<file path="src/rtl/cam_register_loader.sv">
// rtl/cam_register_loader.sv - boot-time OV5640 register loader (ROM walk to I2C writes)
//
// Ports:
//   clk_in, rst_in         system clock, synchronous active-high reset
//   init_valid/init_ready  start handshake; init_ready is high only while idle
//   scl_i/scl_o/scl_t      SCL line level in, open-drain drive out (0 = pull low), tristate = scl_o
//   sda_i/sda_o/sda_t      SDA line level in, open-drain drive out (0 = pull low), tristate = sda_o
//   bram_dout/bram_addr    config ROM {reg_addr[15:0], value[7:0]}, data 2 cycles after address
//
// Optional feature macro: CAM_REG_NACK_RETRY_EN - a NACKed entry is retried up to 3 more
// times before the loader moves on; without it a NACKed entry is skipped.
module cam_register_loader #(
    parameter logic [6:0] DEVICE_ADDR = 7'h3C,
    parameter int         CLK_DIV     = 63,
    parameter int         ROM_DEPTH   = 256
) (
    input  logic                         clk_in,
    input  logic                         rst_in,
    input  logic                         init_valid,
    output logic                         init_ready,
    input  logic                         scl_i,
    output logic                         scl_o,
    output logic                         scl_t,
    input  logic                         sda_i,
    output logic                         sda_o,
    output logic                         sda_t,
    input  logic [23:0]                  bram_dout,
    output logic [$clog2(ROM_DEPTH)-1:0] bram_addr
);

    localparam int ADDR_W = $clog2(ROM_DEPTH);
    localparam int CNT_W  = $clog2(CLK_DIV + 1);
`ifdef CAM_REG_NACK_RETRY_EN
    localparam logic [1:0] MAX_RETRY = 2'd3;
`else
    localparam logic [1:0] MAX_RETRY = 2'd0;
`endif

    typedef enum logic [2:0] {
        S_IDLE,
        S_FETCH,
        S_CHECK,
        S_START,
        S_BYTE,
        S_STOP,
        S_GAP
    } state_t;

    state_t              state, state_nxt;
    logic [1:0]          qph, qph_nxt;          // quarter of the current bit
    logic [CNT_W-1:0]    qcnt, qcnt_nxt;        // clk cycles inside the quarter
    logic [3:0]          bit_idx, bit_nxt;      // 0..7 data bits, 8 = ACK slot
    logic [1:0]          byte_idx, byte_nxt;
    logic [ADDR_W-1:0]   idx, idx_nxt;
    logic [1:0]          retry_cnt, retry_nxt;
    logic                nacked, nacked_nxt;
    logic [23:0]         entry, entry_nxt;
    logic [1:0]          fetch_cnt, fetch_nxt;
    logic                scl_q, scl_nxt;
    logic                sda_q, sda_nxt;
    logic                ready_q, ready_nxt;
    logic [ADDR_W-1:0]   addr_nxt;

    logic                q_end, stall, tick, bit_val;
    logic [7:0]          cur_byte;

    assign init_ready = ready_q;
    assign scl_o      = scl_q;
    assign scl_t      = scl_q;
    assign sda_o      = sda_q;
    assign sda_t      = sda_q;

    // While SCL is released in quarter 2 a slave may hold it low; the quarter
    // counter waits for the line to actually rise before timing the high phase.
    assign q_end = (qcnt == CNT_W'(CLK_DIV - 1));
    assign stall = (qph == 2'd2) && !scl_i && (state == S_BYTE || state == S_STOP);
    assign tick  = q_end && !stall;

    always_comb begin
        cur_byte = entry[7:0];
        case (byte_idx)
            2'd0:    cur_byte = {DEVICE_ADDR, 1'b0};
            2'd1:    cur_byte = entry[23:16];
            2'd2:    cur_byte = entry[15:8];
            default: cur_byte = entry[7:0];
        endcase
    end

    assign bit_val = (bit_idx == 4'd8) ? 1'b1 : cur_byte[3'd7 - bit_idx[2:0]];

    always_ff @(posedge clk_in) begin
        if (rst_in) begin
            state     <= S_IDLE;
            qph       <= '0;
            qcnt      <= '0;
            bit_idx   <= '0;
            byte_idx  <= '0;
            idx       <= '0;
            retry_cnt <= '0;
            nacked    <= 1'b0;
            entry     <= '0;
            fetch_cnt <= '0;
            scl_q     <= 1'b1;
            sda_q     <= 1'b1;
            ready_q   <= 1'b1;
            bram_addr <= '0;
        end else begin
            state     <= state_nxt;
            qph       <= qph_nxt;
            qcnt      <= qcnt_nxt;
            bit_idx   <= bit_nxt;
            byte_idx  <= byte_nxt;
            idx       <= idx_nxt;
            retry_cnt <= retry_nxt;
            nacked    <= nacked_nxt;
            entry     <= entry_nxt;
            fetch_cnt <= fetch_nxt;
            scl_q     <= scl_nxt;
            sda_q     <= sda_nxt;
            ready_q   <= ready_nxt;
            bram_addr <= addr_nxt;
        end
    end

    always_comb begin
        state_nxt  = state;
        qph_nxt    = qph;
        qcnt_nxt   = qcnt;
        bit_nxt    = bit_idx;
        byte_nxt   = byte_idx;
        idx_nxt    = idx;
        retry_nxt  = retry_cnt;
        nacked_nxt = nacked;
        entry_nxt  = entry;
        fetch_nxt  = fetch_cnt;
        scl_nxt    = scl_q;
        sda_nxt    = sda_q;
        addr_nxt   = bram_addr;

        if (state == S_START || state == S_BYTE || state == S_STOP || state == S_GAP) begin
            if (tick) begin
                qcnt_nxt = '0;
                qph_nxt  = qph + 2'd1;
            end else if (!stall) begin
                qcnt_nxt = qcnt + CNT_W'(1);
            end
        end

        case (state)
            S_IDLE: begin
                scl_nxt = 1'b1;
                sda_nxt = 1'b1;
                if (init_valid && ready_q) begin
                    idx_nxt   = '0;
                    retry_nxt = '0;
                    fetch_nxt = '0;
                    state_nxt = S_FETCH;
                end
            end

            // Address goes out on the first cycle, data is back three cycles later.
            S_FETCH: begin
                addr_nxt  = idx;
                fetch_nxt = fetch_cnt + 2'd1;
                if (fetch_cnt == 2'd3) begin
                    entry_nxt = bram_dout;
                    state_nxt = S_CHECK;
                end
            end

            S_CHECK: begin
                qph_nxt    = '0;
                qcnt_nxt   = '0;
                bit_nxt    = '0;
                byte_nxt   = '0;
                nacked_nxt = 1'b0;
                state_nxt  = (entry == 24'hFFFFFF) ? S_IDLE : S_START;
            end

            S_START: begin
                if (tick && qph == 2'd0) begin
                    sda_nxt = 1'b0;
                end else if (tick && qph == 2'd1) begin
                    scl_nxt   = 1'b0;
                    qph_nxt   = '0;
                    state_nxt = S_BYTE;
                end
            end

            // SDA moves one cycle after SCL has fallen, never on the same edge.
            S_BYTE: begin
                if (qph == 2'd0 && qcnt == '0) begin
                    sda_nxt = bit_val;
                end
                if (tick && qph == 2'd1) begin
                    scl_nxt = 1'b1;
                end
                if (tick && qph == 2'd3) begin
                    scl_nxt = 1'b0;
                    if (bit_idx == 4'd8) begin
                        bit_nxt = '0;
                        if (sda_i) begin
                            nacked_nxt = 1'b1;
                            state_nxt  = S_STOP;
                        end else if (byte_idx == 2'd3) begin
                            state_nxt = S_STOP;
                        end else begin
                            byte_nxt = byte_idx + 2'd1;
                        end
                    end else begin
                        bit_nxt = bit_idx + 4'd1;
                    end
                end
            end

            S_STOP: begin
                if (qph == 2'd0 && qcnt == '0) begin
                    sda_nxt = 1'b0;
                end
                if (tick && qph == 2'd1) begin
                    scl_nxt = 1'b1;
                end
                if (tick && qph == 2'd2) begin
                    sda_nxt   = 1'b1;
                    qph_nxt   = '0;
                    state_nxt = S_GAP;
                end
            end

            S_GAP: begin
                scl_nxt = 1'b1;
                sda_nxt = 1'b1;
                if (tick && qph == 2'd3) begin
                    fetch_nxt = '0;
                    if (nacked && retry_cnt != MAX_RETRY) begin
                        retry_nxt = retry_cnt + 2'd1;
                        state_nxt = S_FETCH;
                    end else if (idx == ADDR_W'(ROM_DEPTH - 1)) begin
                        state_nxt = S_IDLE;
                    end else begin
                        idx_nxt   = idx + ADDR_W'(1);
                        retry_nxt = '0;
                        state_nxt = S_FETCH;
                    end
                end
            end

            default: state_nxt = S_IDLE;
        endcase

        ready_nxt = (state_nxt == S_IDLE);
    end

endmodule

</file>
<file path="config.mk">
export PLATFORM = sky130hd
export DESIGN_NAME = cam_register_loader
export DESIGN_NICKNAME = d
export VERILOG_FILES = /design/src/rtl/cam_register_loader.sv
export SDC_FILE = /design/constraint.sdc
export NUM_CORES = 1
export LEC_CHECK = 0
export BUFFER_PORTS_ARGS = -buffer_cell sky130_fd_sc_hd__buf_4
export CORE_MARGIN = 2
export CORE_UTILIZATION = 54
export DETAILED_ROUTE_END_ITERATION = 7
export GPL_TIMING_DRIVEN = 0
export PLACE_DENSITY = 0.75
export SLEW_MARGIN = 0
export SYNTH_ARGS = -nofsm -noshare
export SYNTH_HDL_FRONTEND = slang
export SYNTH_SLANG_ARGS = --single-unit
</file>
<file path="constraint.sdc">
create_clock -name clk_in -period 3.7 [get_ports clk_in]
set_input_delay 0.74 -clock clk_in [delete_from_list [all_inputs] [get_ports clk_in]]
set_output_delay 0.74 -clock clk_in [all_outputs]
set_load 0.005 [all_outputs]
</file>
### After elaboration in Yosys (flattened, before gate mapping)

Cells that the tools add are included.
W data, S select, Z words.

* add/sub/neg operators: 8
* order comparisons: 1
* eq/ne operators: 33
* multiplexer cells: 60
* reductions and logical operators: 38

Operator list (number)
* $mux W8: 4
* $mux W2: 15
* $mux W3: 10
* $eq A24 B24 Y1 const B: 1
* $pmux W8 S3: 1
* $pmux W3 S7: 1
* $ne A2 B2 Y1 const B: 8
* $pmux W8 S2: 1
* $mux W1: 15
* $mux W6: 2
* $ne A2 B1 Y1 const B: 6
* $pmux W2 S3: 2
* $reduce_and A4 Y1: 3
* $eq A2 B2 Y1 const B: 5
* $logic_and A1 B1 Y1: 10
* $reduce_and A5 Y1: 2
* $eq A3 B3 Y1 const B: 3
* $add A2 B1 Y2 const B: 4
* $add A8 B1 Y8 const B: 1
* $eq A8 B8 Y1 const B: 1
* $mux W4: 2
* $pmux W1 S4: 2
* $pmux W2 S2: 2
* $pmux W4 S2: 1
* other kinds (24): 38

* bits in registers: 65
* input bits: 29
* output and inout port bits: 13
* word-level logic and storage cells: 154

### Longest topological paths before layout

Gate-level depths: netlist of the first run.

* word-level depth: 10
* mapped depth: 9
* depth with buffers taken out: 8

### Worst setup path before layout of the first run

No wires, ideal clock.

* path type: in2reg
* start point: in scl_i
* end point: reg qcnt[5]
* setup time: 0.070 ns
* arrival time: 1.768 ns
* data required time: 3.630 ns
* path slack: 1.862 ns
* stages on the path: 5
* path buffers: 0
* cell sequence: nor2b_1 -> o22ai_4 -> and2_4 -> or3_1 -> a21oi_1

* longest elaborated chain between the ends: 7
* elaborated cells between the ends (all ways): 8
* those cells by class: eq/ne (1); mux (1); reduce/logical (6)

RTL lines
* start: declaration: line 21 `input logic scl_i,`
* $logic_not A1 Y1 (*): line 76 `assign stall = (qph == 2'd2) && !scl_i && (state == S_BYTE || state == S_STOP);`
* $logic_and A1 B1 Y1 (*) (2 in series): line 76
* $logic_not A1 Y1
* $logic_and A1 B1 Y1: line 77 `assign tick = q_end && !stall;`
* $ne A2 B1 Y1 (no source line)
* $reduce_and A2 Y1 (no source line)
* end signal: assignment: line 110 `qcnt <= qcnt_nxt;`
* end: declaration: line 51 `logic [CNT_W-1:0] qcnt, qcnt_nxt;`

Mark *: on every way between the ends. The rest lies on a longest branch, timed or not.
A chain may end at the register's enable or synchronous reset.

### Worst setup path after layout of the first run

* start point: reg byte_idx[0]
* end point: reg sda_q (netlist: sda_o)

* longest elaborated chain between the ends: 7
* elaborated cells between the ends (all ways): 9
* those cells by class: eq/ne (2); mux (6); reduce/logical (1)

RTL lines
* start: declaration: line 53 `logic [1:0] byte_idx, byte_nxt;`
* start signal: assignment: line 112 `byte_idx <= byte_nxt;`
* $eq A2 B2 Y1, or another cell as far along: line 81 `case (byte_idx)`
* $pmux W8 S3 (*): line 81
* $bmux W1 S3 (*): line 89 `assign bit_val = (bit_idx == 4'd8) ? 1'b1 : cur_byte[3'd7 - bit_idx[2:0]];`
* $mux W1 (not written as such) (*): line 89
* $mux W1 (*): line 89
* $mux W1 (*): line 192 `if (qph == 2'd0 && qcnt == '0) begin`
* $pmux W1 S4 (*): line 149 `case (state)`
* end signal: assignment: line 119 `sda_q <= sda_nxt;`
* end: declaration: line 60 `logic sda_q, sda_nxt;`

Mark *: on every way between the ends. The rest lies on a longest branch, timed or not. The select of a mux whose other input is x is not followed.

==> impl_metrics.json, run 1 <==
{
  "synth_nets": 486,
  "slew_headroom_pct": 59.6,
  "clock_latency_ns": 0.36,
  "portBuffers": 40,
  "min_from": "bram_addr[7]",
  "synth_area_mm2": 0.00356,
  "yosysSeqAreaShare_pct": 36.5,
  "setup_tns_ns": 0,
  "die_y_um": 85.3,
  "gp_congestion": 0.866,
  "io_pins": 42,
  "via_per_inst": 5.74,
  "drtAntennaViolNets": 0,
  "layout-drive-gt1-share_pct": 20.5,
  "r2r_slack_ns": 1.55,
  "netlist_instances": 441,
  "synth.avg_cell_area_um2": 8.08,
  "grt_max_degree": 15,
  "final_util_pct": 65.7,
  "cts_made_buffers": 9,
  "synth_top_family_by_area": "simple AND/OR/NAND/NOR gates",
  "status": "completed",
  "core_area_mm2": 0.00635,
  "finalCritPeriodShare_pct": 58.2,
  "yosys.area_share.simple_pct": 28.7,
  "dieArea_mm2": 0.00727,
  "rr_worst_depth": 8,
  "fmaxAchievable_mhz": 464,
  "skew_ns": 0.00954,
  "slew_violations": 0,
  "synth_mux_area_share_pct": 1.86,
  "vias": 3296,
  "r2r-start": "byte_idx[0]",
  "grt_pass1_wl_mm": 14.5,
  "rsz0062_at_grt": "false",
  "detail_route.wl_per_cell_um": 15.2,
  "overflow": 0,
  "cts_max_level": 3,
  "synth-xor-area-share_pct": 2.91,
  "drt_wl_total_mm": 8.70,
  "hold_buffers": 0,
  "tritoncts": "yes",
  "start_util_pct": 56.1,
  "hold_path_class": "reg -> reg",
  "syn_to_final_growth_pct": 17.0,
  "cp-end-kind": "flip-flop",
  "required_ns": 3.95,
  "finalWorstPathRequiredPeriod_ns": 2.15,
  "power.density_mw_per_mm2": 350,
  "antenna-diode-count": 0,
  "tightest_slew_ns": 0.605,
  "drc": 0,
  "post_cts_buffers": 0,
  "clock_sinks": 65,
  "hpwl_mm": 6.34,
  "synth_compound_area_share_pct": 18.3,
  "synth_edf_count": 0,
  "ir_drop_mv": 0.225,
  "grt_pass1_vias": 3114,
  "ys.flop_type": "dfxtp_1",
  "cp_max_fo": 8,
  "row_count": 29,
  "async_reset_ff_share_pct": 0,
  "start_kind": "flip-flop",
  "hold_violations": 0,
  "antenna_found_initial": 0,
  "arrival_ns": 2.40,
  "nets": 537,
  "firstDrtPassIters": 5,
  "drv_cap": 0,
  "die_x_um": 85.3,
  "p_leak_nw": 1.49,
  "root_buffer": "clkbuf_8",
  "ys_ff_latch": 65,
  "grt_usage_pct": 24.8,
  "cts_max_path_buffers": 2,
  "yosysUniqueCellTypes": 70,
  "finalSetupViolations": 0,
  "crit_type": "reg -> reg",
  "drtIter0Drc": 245,
  "ys.warnings.count": 0,
  "clkSlewWorstSetupHoldPaths_ns": 0.09,
  "synthAdderAreaFrac_pct": 5.62,
  "hold_path_depth": 2,
  "cts.repair.resized": 0,
  "startpoint": "byte_idx[0]"
}
## worst paths after layout
kind                       end
setup / recovery         sda_o
hold / removal    bram_addr[7]
setup reg to reg         sda_o
hold reg to reg   bram_addr[7]
## cells in the mapped netlist, types with 3 or more instances
cell type / count / area [um2]
a211oi_1: 4 / 30.0
a21oi_1: 52 / 260
a22oi_1: 3 / 22.5
a31oi_1: 5 / 31.3
and3_1: 3 / 18.8
and3b_1: 3 / 26.3
buf_2: 10 / 50.1
buf_4: 3 / 22.5
buf_6: 5 / 56.3
clkbuf_1: 9 / 33.8
dfxtp_1: 65 / 1300
ha_1: 16 / 200
inv_1: 14 / 52.6
mux2i_1: 4 / 40.0
nand2_1: 91 / 342
nand3_1: 15 / 75.1
nand3b_1: 4 / 30.0
nand4_1: 11 / 68.8
nor2_1: 34 / 128
nor2_2: 3 / 18.8
nor2b_1: 3 / 18.8
nor3_1: 5 / 25.0
o211ai_1: 4 / 30.0
o21ai_0: 9 / 45.0
or3_1: 4 / 25.0
xnor2_1: 4 / 35.0
xor2_1: 6 / 52.6
## area by class of cell
cell class,count,area (um2)
tap,77,96.3
clock inverter,7,83.8
buffer,28,166
inverter,14,52.6
sequential,65,1300
timing repair buffer,40,300
fill,566,2180
multi-input combinational,334,2040
clock buffer,9,124
## state kept, by name, indices dropped and copies added, names as in the netlist
signal / flops
bit_idx: 4
retry_cnt: 2
sda_o: 1
entry: 24
byte_idx: 2
fetch_cnt: 2
scl_o: 1
idx: 8
qcnt: 6
init_ready: 1
nacked: 1
bram_addr: 8
state: 3
qph: 2
## kinds of logic after synthesis
group / Yosys count
compound gates: 101
xor+xnor: 11
fa+ha+maj: 16
buf+inv: 42
flops: 65
mux: 6
simple gates: 200
## cell usage in the layout, fill, tap and decap left out, types with 5 or more instances in the layout
master | netlist | final
a21oi_1 | 52 | 52
nand4_1 | 11 | 11
xor2_1 | 6 | 6
nor2_1 | 34 | 34
a31oi_1 | 5 | 5
o21ai_0 | 9 | 9
ha_1 | 16 | 16
nand2_1 | 91 | 91
clkbuf_1 | 9 | 9
nor3_1 | 5 | 5
inv_1 | 14 | 14
nand3_1 | 15 | 15
buf_6 | 5 | 5
dfxtp_1 | 65 | 65
buf_2 | 10 | 10
clkbuf_8 | 0 | 9
buf_4 | 3 | 43
## through the flow
stage / total power, mW / worst slack [ns] / hold slack (ns) / area [um2] / instances
4_1_cts: 1.47 / 1.56 / 0.464 / 4170 / 574
2_1_floorplan: 0.780 / 1.86 / 0.432 / 3560 / 441
3_5_place_dp: 0.825 / 1.44 / 0.453 / 3960 / 558
6_report: 1.46 / 1.55 / 0.461 / 4170 / 574
5_1_grt: 1.50 / 1.46 / 0.484 / 4170 / 574
3_3_place_gp: 0.823 / 1.43 / 0.441 / 3960 / 558
## layer usage
layer / GRT usage, % / up-vias / wire [um]
met1: 31.2 / 1531 / 3790
li1: - / 1639 / -
met4: 12.1 / 0 / 229
met2: 41.5 / 106 / 4290
met3: 3.70 / 20 / 389
met5: 0 / - / 0
## power breakdown
part,switching (mW),internal (mW)
clock network,0.326,0.324
logic,0.0544,0.0485
registers,0.00362,0.704
## critical path: stages (launching register included)
cell and delay (ns):
dfxtp_1 0.41, inv_1 0.09, ha_1 0.19, clkbuf_1 0.20, a221oi_1 0.34, nor2_1 0.09, o311a_1 0.37, nor4b_2 0.27
o21bai_1 0.09
(Power assumes the default switching activity.)
==> inputs of run 2 (changes only) <==
clock period = 2.2 ns   (was 3.7 ns; I/O delays follow)
==> run 2 against run 1 <==
Net effect:
- first-iteration DRC count is 4.5% higher
- non-clock buffer count stayed put
- sequential power up 68%
- design area up 0.15%
- final cell count did not move
- worst hold slack got worse by 0.14 ns
- via count shrank 0.24%
- critical path depth did not move
- combinational power rose by 68%
- critical endpoint unchanged
- largest cell class unchanged
- largest power group unchanged
==> impl_metrics.json, run 2 (same netlist as run 1, synthesis figures left out) <==
{
  "hold_path_depth": 3,
  "clkSlewWorstSetupHoldPaths_ns": 0.09,
  "drtAntennaViolNets": 0,
  "detail_route.wl_per_cell_um": 15.2,
  "start_kind": "flip-flop",
  "crit_family": "compound AO/OA/AOI/OAI gates",
  "max_stage_delay_ns": 0.41,
  "overflow": 0,
  "layout-drive-gt1-share_pct": 20.7,
  "drtIter0Drc": 256,
  "syn_to_final_growth_pct": 17.1,
  "finalWorstSetupSlack_ns": 0.114,
  "finalWorstPathRequiredPeriod_ns": 2.09,
  "cp_slowest_cell": "dfxtp_1",
  "antenna-diode-count": 0,
  "required_ns": 2.45,
  "final_util_pct": 65.8,
  "grt_pass1_wl_mm": 14.5,
  "slew_violations": 0,
  "power_mw": 2.46,
  "r2r-end": "sda_o",
  "grt_max_degree": 15,
  "reg.largest.list": "entry x24, bram_addr x8, idx x8",
  "dpl_cell_area_mm2": 0.00396,
  "via_per_inst": 5.73,
  "arrival_ns": 2.33,
  "slew_headroom_pct": 60.0,
  "finalCritPeriodShare_pct": 94.8,
  "crit_buf_inv": 2,
  "hold_end": "entry[21]",
  "seq_area_mm2": 0.00130,
  "core_area_mm2": 0.00635,
  "clock_sinks": 65,
  "start_util_pct": 56.1,
  "r2r-start": "byte_idx[0]",
  "die_x_um": 85.3,
  "final_cell_mix": "91 x nand2_1, 65 x dfxtp_1, 52 x a21oi_1, 43 x buf_4, 34 x nor2_1",
  "final_area_mm2": 0.00418,
  "ir_drop_mv": 0.378,
  "setup_tns_ns": 0,
  "grt_pass1_vias": 3114,
  "rr_worst_depth": 8,
  "hold_path_class": "in -> reg",
  "tightest_slew_ns": 0.600,
  "tritoncts": "yes",
  "cts_made_buffers": 9,
  "gp_congestion": 0.866,
  "rsz0062_at_grt": "false",
  "cp-end-kind": "flip-flop",
  "antenna_found_initial": 0,
  "crit_path_cell_trace": "inv_1, ha_1, clkbuf_1, a221oi_2, nor2_1, o311a_1, nor4b_2, o21bai_1",
  "drv_cap": 0,
  "root_buffer": "clkbuf_8",
  "post-place-ws_ns": 0.0795,
  "cp_max_fo": 8,
  "clock_latency_ns": 0.36,
  "min_from": "bram_dout[21]",
  "multiInputGateArea_mm2": 0.00205,
  "p_leak_nw": 1.50,
  "drc": 0,
  "largest_reg_flops": 24,
  "dieArea_mm2": 0.00727,
  "firstDrtPassIters": 4,
  "nets": 537,
  "drt_wl_total_mm": 8.72,
  "hold_violations": 0,
  "vias": 3288,
  "row_count": 29,
  "fmaxAchievable_mhz": 479,
  "finalSetupViolations": 0,
  "skew_ns": 0.00988,
  "regMostFlops": "entry",
  "final_common_cell": "nand2_1",
  "status": "completed",
  "portBuffers": 40,
  "io_pins": 42,
  "fill_cells": 566,
  "grt_usage_pct": 24.8,
  "hpwl_mm": 6.34,
  "die_y_um": 85.3,
  "power.density_mw_per_mm2": 588,
  "cts_max_level": 3,
  "crit_type": "reg -> reg",
  "cts_max_path_buffers": 2,
  "r2r_slack_ns": 0.11
}
## run 2: tightest hold or removal path, cell delays in order
cell and delay [ns]:
buf_4 0.11, nand2_1 0.04, a21oi_1 0.05
## run 2: cell type report
cell class | count | area share (%)
plain buffers | 28 | 3.99
clock buffers | 9 | 2.97
clock inverters | 7 | 2.01
inverters | 14 | 1.26
multi-input cells | 334 | 49.1
flip-flops and latches | 65 | 31.2
well taps | 77 | 2.31
repair buffers | 40 | 7.19
## run 2: repair_timing
action / 4_1_cts / 5_1_grt
resized for setup: 0 / 1
buffers inserted: 0 / 0
setup endpoints to repair: 0 / 1
hold buffers: 0 / 0
## run 2: worst max path at each step
stage | start | to | slack, ns | depth (start not counted)
after global routing | byte_idx[0] | sda_o | 0.03 | 8
after global placement | byte_idx[0] | sda_o | 0.12 | 8
after CTS | byte_idx[0] | sda_o | 0.06 | 8
final | byte_idx[0] | sda_o | 0.11 | 8
after floorplan | byte_idx[0] | sda_o | 0.36 | 8
after detailed placement | byte_idx[0] | sda_o | 0.08 | 8
## run 2: metal layers
layer,vias up,GRT usage (%),part of all wire [%]
met5,-,0,0
met4,0,12.1,2.7
met3,20,3.70,4.1
met2,93,41.5,49
met1,1535,31.2,44
li1,1640,-,-
## run 2: power by group
group	leakage [nW]	internal, mW	switching [mW]
clock	0.103	0.545	0.548
sequential	0.524	1.18	0.00612
combinational	0.869	0.0816	0.0914
total	1.50	1.81	0.645
## run 2: stage by stage
| stage | hold slack (ns) | instances |
|---|---|---|
| 2_1_floorplan | 0.432 | 441 |
| 3_3_place_gp | 0.441 | 558 |
| 3_5_place_dp | 0.453 | 558 |
| 4_1_cts | 0.315 | 574 |
| 5_1_grt | 0.333 | 574 |
| 6_report | 0.324 | 574 |
==> inputs of run 3 (changes only) <==
CORE_UTILIZATION = 50   (was 54)
PLACE_DENSITY = 0.7   (was 0.75)
==> run 3 against run 2 <==
Net effect:
- global-route usage decreased by 2.0 points
- clock power is 6% higher
- flip-flop and latch count is the same
- die area rose by 7.6%
- worst setup slack lost 0.0018 ns
- sequential power about the same
- non-clock buffer count did not move
- largest cell class unchanged
- count of clock-buffer cells in the layout rose by 1
- combinational power decreased by 2%
==> impl_metrics.json, run 3 (same netlist as run 1, synthesis figures left out) <==
{
  "status": "completed",
  "dieArea_mm2": 0.00782,
  "min_from": "bram_dout[23]",
  "fmaxAchievable_mhz": 479,
  "grt_pass1_wl_mm": 13.9,
  "overflow": 0,
  "p_leak_nw": 1.50,
  "cts_max_level": 3,
  "crit_path_cell_trace": "inv_1, ha_1, nor2b_1, o22ai_4, and2_4, or3_1, a21oi_1",
  "instances_no_fill": 593,
  "syn_to_final_growth_pct": 18.1,
  "regMostFlops": "entry",
  "tritoncts": "yes",
  "core_area_mm2": 0.00683,
  "slew_violations": 0,
  "final_cell_mix": "91 x nand2_1, 65 x dfxtp_1, 52 x a21oi_1, 43 x buf_4, 34 x nor2_1",
  "grt_pass1_vias": 2960,
  "startpoint": "qph[0]",
  "die_y_um": 88.4,
  "ir_drop_mv": 0.368,
  "skew_ns": 0.00656,
  "tightest_slew_ns": 0.597,
  "clock_sinks": 65,
  "antenna-diode-count": 0,
  "drt_wl_total_mm": 8.40,
  "finalSetupViolations": 0,
  "drtAntennaViolNets": 0,
  "vias": 3257,
  "drc": 0,
  "finalCritPeriodShare_pct": 94.9,
  "grt_max_degree": 13,
  "finalWorstPathRequiredPeriod_ns": 2.09,
  "via_per_inst": 5.49,
  "max_stage_delay_ns": 0.43,
  "crit_type": "reg -> reg",
  "clkSlewWorstSetupHoldPaths_ns": 0.08,
  "final_common_cell": "nand2_1",
  "rsz0062_at_grt": "false",
  "io_pins": 42,
  "final_util_pct": 61.6,
  "hpwl_mm": 6.20,
  "power.density_mw_per_mm2": 595,
  "row_count": 30,
  "reg.largest.list": "entry x24, bram_addr x8, idx x8",
  "hold_violations": 0,
  "required_ns": 2.49,
  "start_kind": "flip-flop",
  "clock_latency_ns": 0.35,
  "cts_made_buffers": 9,
  "drtIter0Drc": 155,
  "die_x_um": 88.4,
  "firstDrtPassIters": 5,
  "detail_route.wl_per_cell_um": 14.2,
  "antenna_found_initial": 0,
  "grt_usage_pct": 22.8,
  "power_mw": 2.51,
  "root_buffer": "clkbuf_8",
  "gp_congestion": 0.919,
  "nets": 537,
  "cp_slowest_cell": "nor2b_1",
  "largest_reg_flops": 24,
  "hold_buffers": 0,
  "dp.cells": 577,
  "layout-drive-gt1-share_pct": 20.5,
  "r2r-start": "qph[0]",
  "cp-end-kind": "flip-flop",
  "slew_headroom_pct": 60.0,
  "cts_max_path_buffers": 2,
  "start_util_pct": 52.2,
  "setup_tns_ns": 0,
  "cp_max_fo": 7,
  "drv_cap": 0,
  "portBuffers": 40,
  "fill_cells": 667,
  "arrival_ns": 2.38,
  "hold_path_class": "in -> reg"
}
[run 3: critical path: cells and delay by family, from the launching register on]
| kind | cells | cell delay [ns] |
|---|---|---|
| AND/OR/NAND/NOR | 3 | 1.04 |
| buffers and inverters | 1 | 0.11 |
| AO/OA/AOI/OAI | 2 | 0.32 |
| flip-flops | 1 | 0.33 |
| adder cells (fa/ha/maj) | 1 | 0.23 |
[run 3: timing repair]
action,CTS,global route
endpoints found under the setup margin,0,1
setup buffers,0,0
gates resized for setup,0,1
[run 3: cell type report]
cell class              instances  area, um2  share of cell area [%]
multi-input cells             334       2050                    48.7
flip-flops and latches         65       1300                    30.9
inverters                      14       52.6                    1.25
well taps                      96        120                    2.85
clock inverters                 6       91.3                    2.17
plain buffers                  28        166                    3.95
repair buffers                 40        300                    7.13
clock buffers                  10        128                    3.03
[run 3: final timing paths]
| kind | cells past startpoint | slack, ns | to |
|---|---|---|---|
| worst max-delay path | 7 | 0.11 | qcnt[5] |
| worst min-delay path | 3 | 0.33 | entry[23] |
| worst max register to register | 7 | 0.11 | qcnt[5] |
| worst min register to register | 2 | 0.46 | bram_addr[6] |
[run 3: per-stage QoR]
step / area, um2 / hold slack (ns) / worst slack [ns]
3_3_place_gp: 3990 / 0.438 / 0.191
4_1_cts: 4200 / 0.311 / 0.137
2_1_floorplan: 3560 / 0.432 / 0.364
3_5_place_dp: 3990 / 0.450 / 0.154
6_report: 4210 / 0.326 / 0.112
5_1_grt: 4210 / 0.319 / 0.00666
[run 3: layer usage]
metal	part of all wire, %	track usage [%]
met5	0	0
met4	1.5	7.85
met1	47	30.7
met3	5.2	5.78
met2	47	35.7
[run 3: where the power goes]
group	switching, mW	internal (mW)
clock network	0.502	0.644
registers	0.00619	1.18
logic	0.0871	0.0816
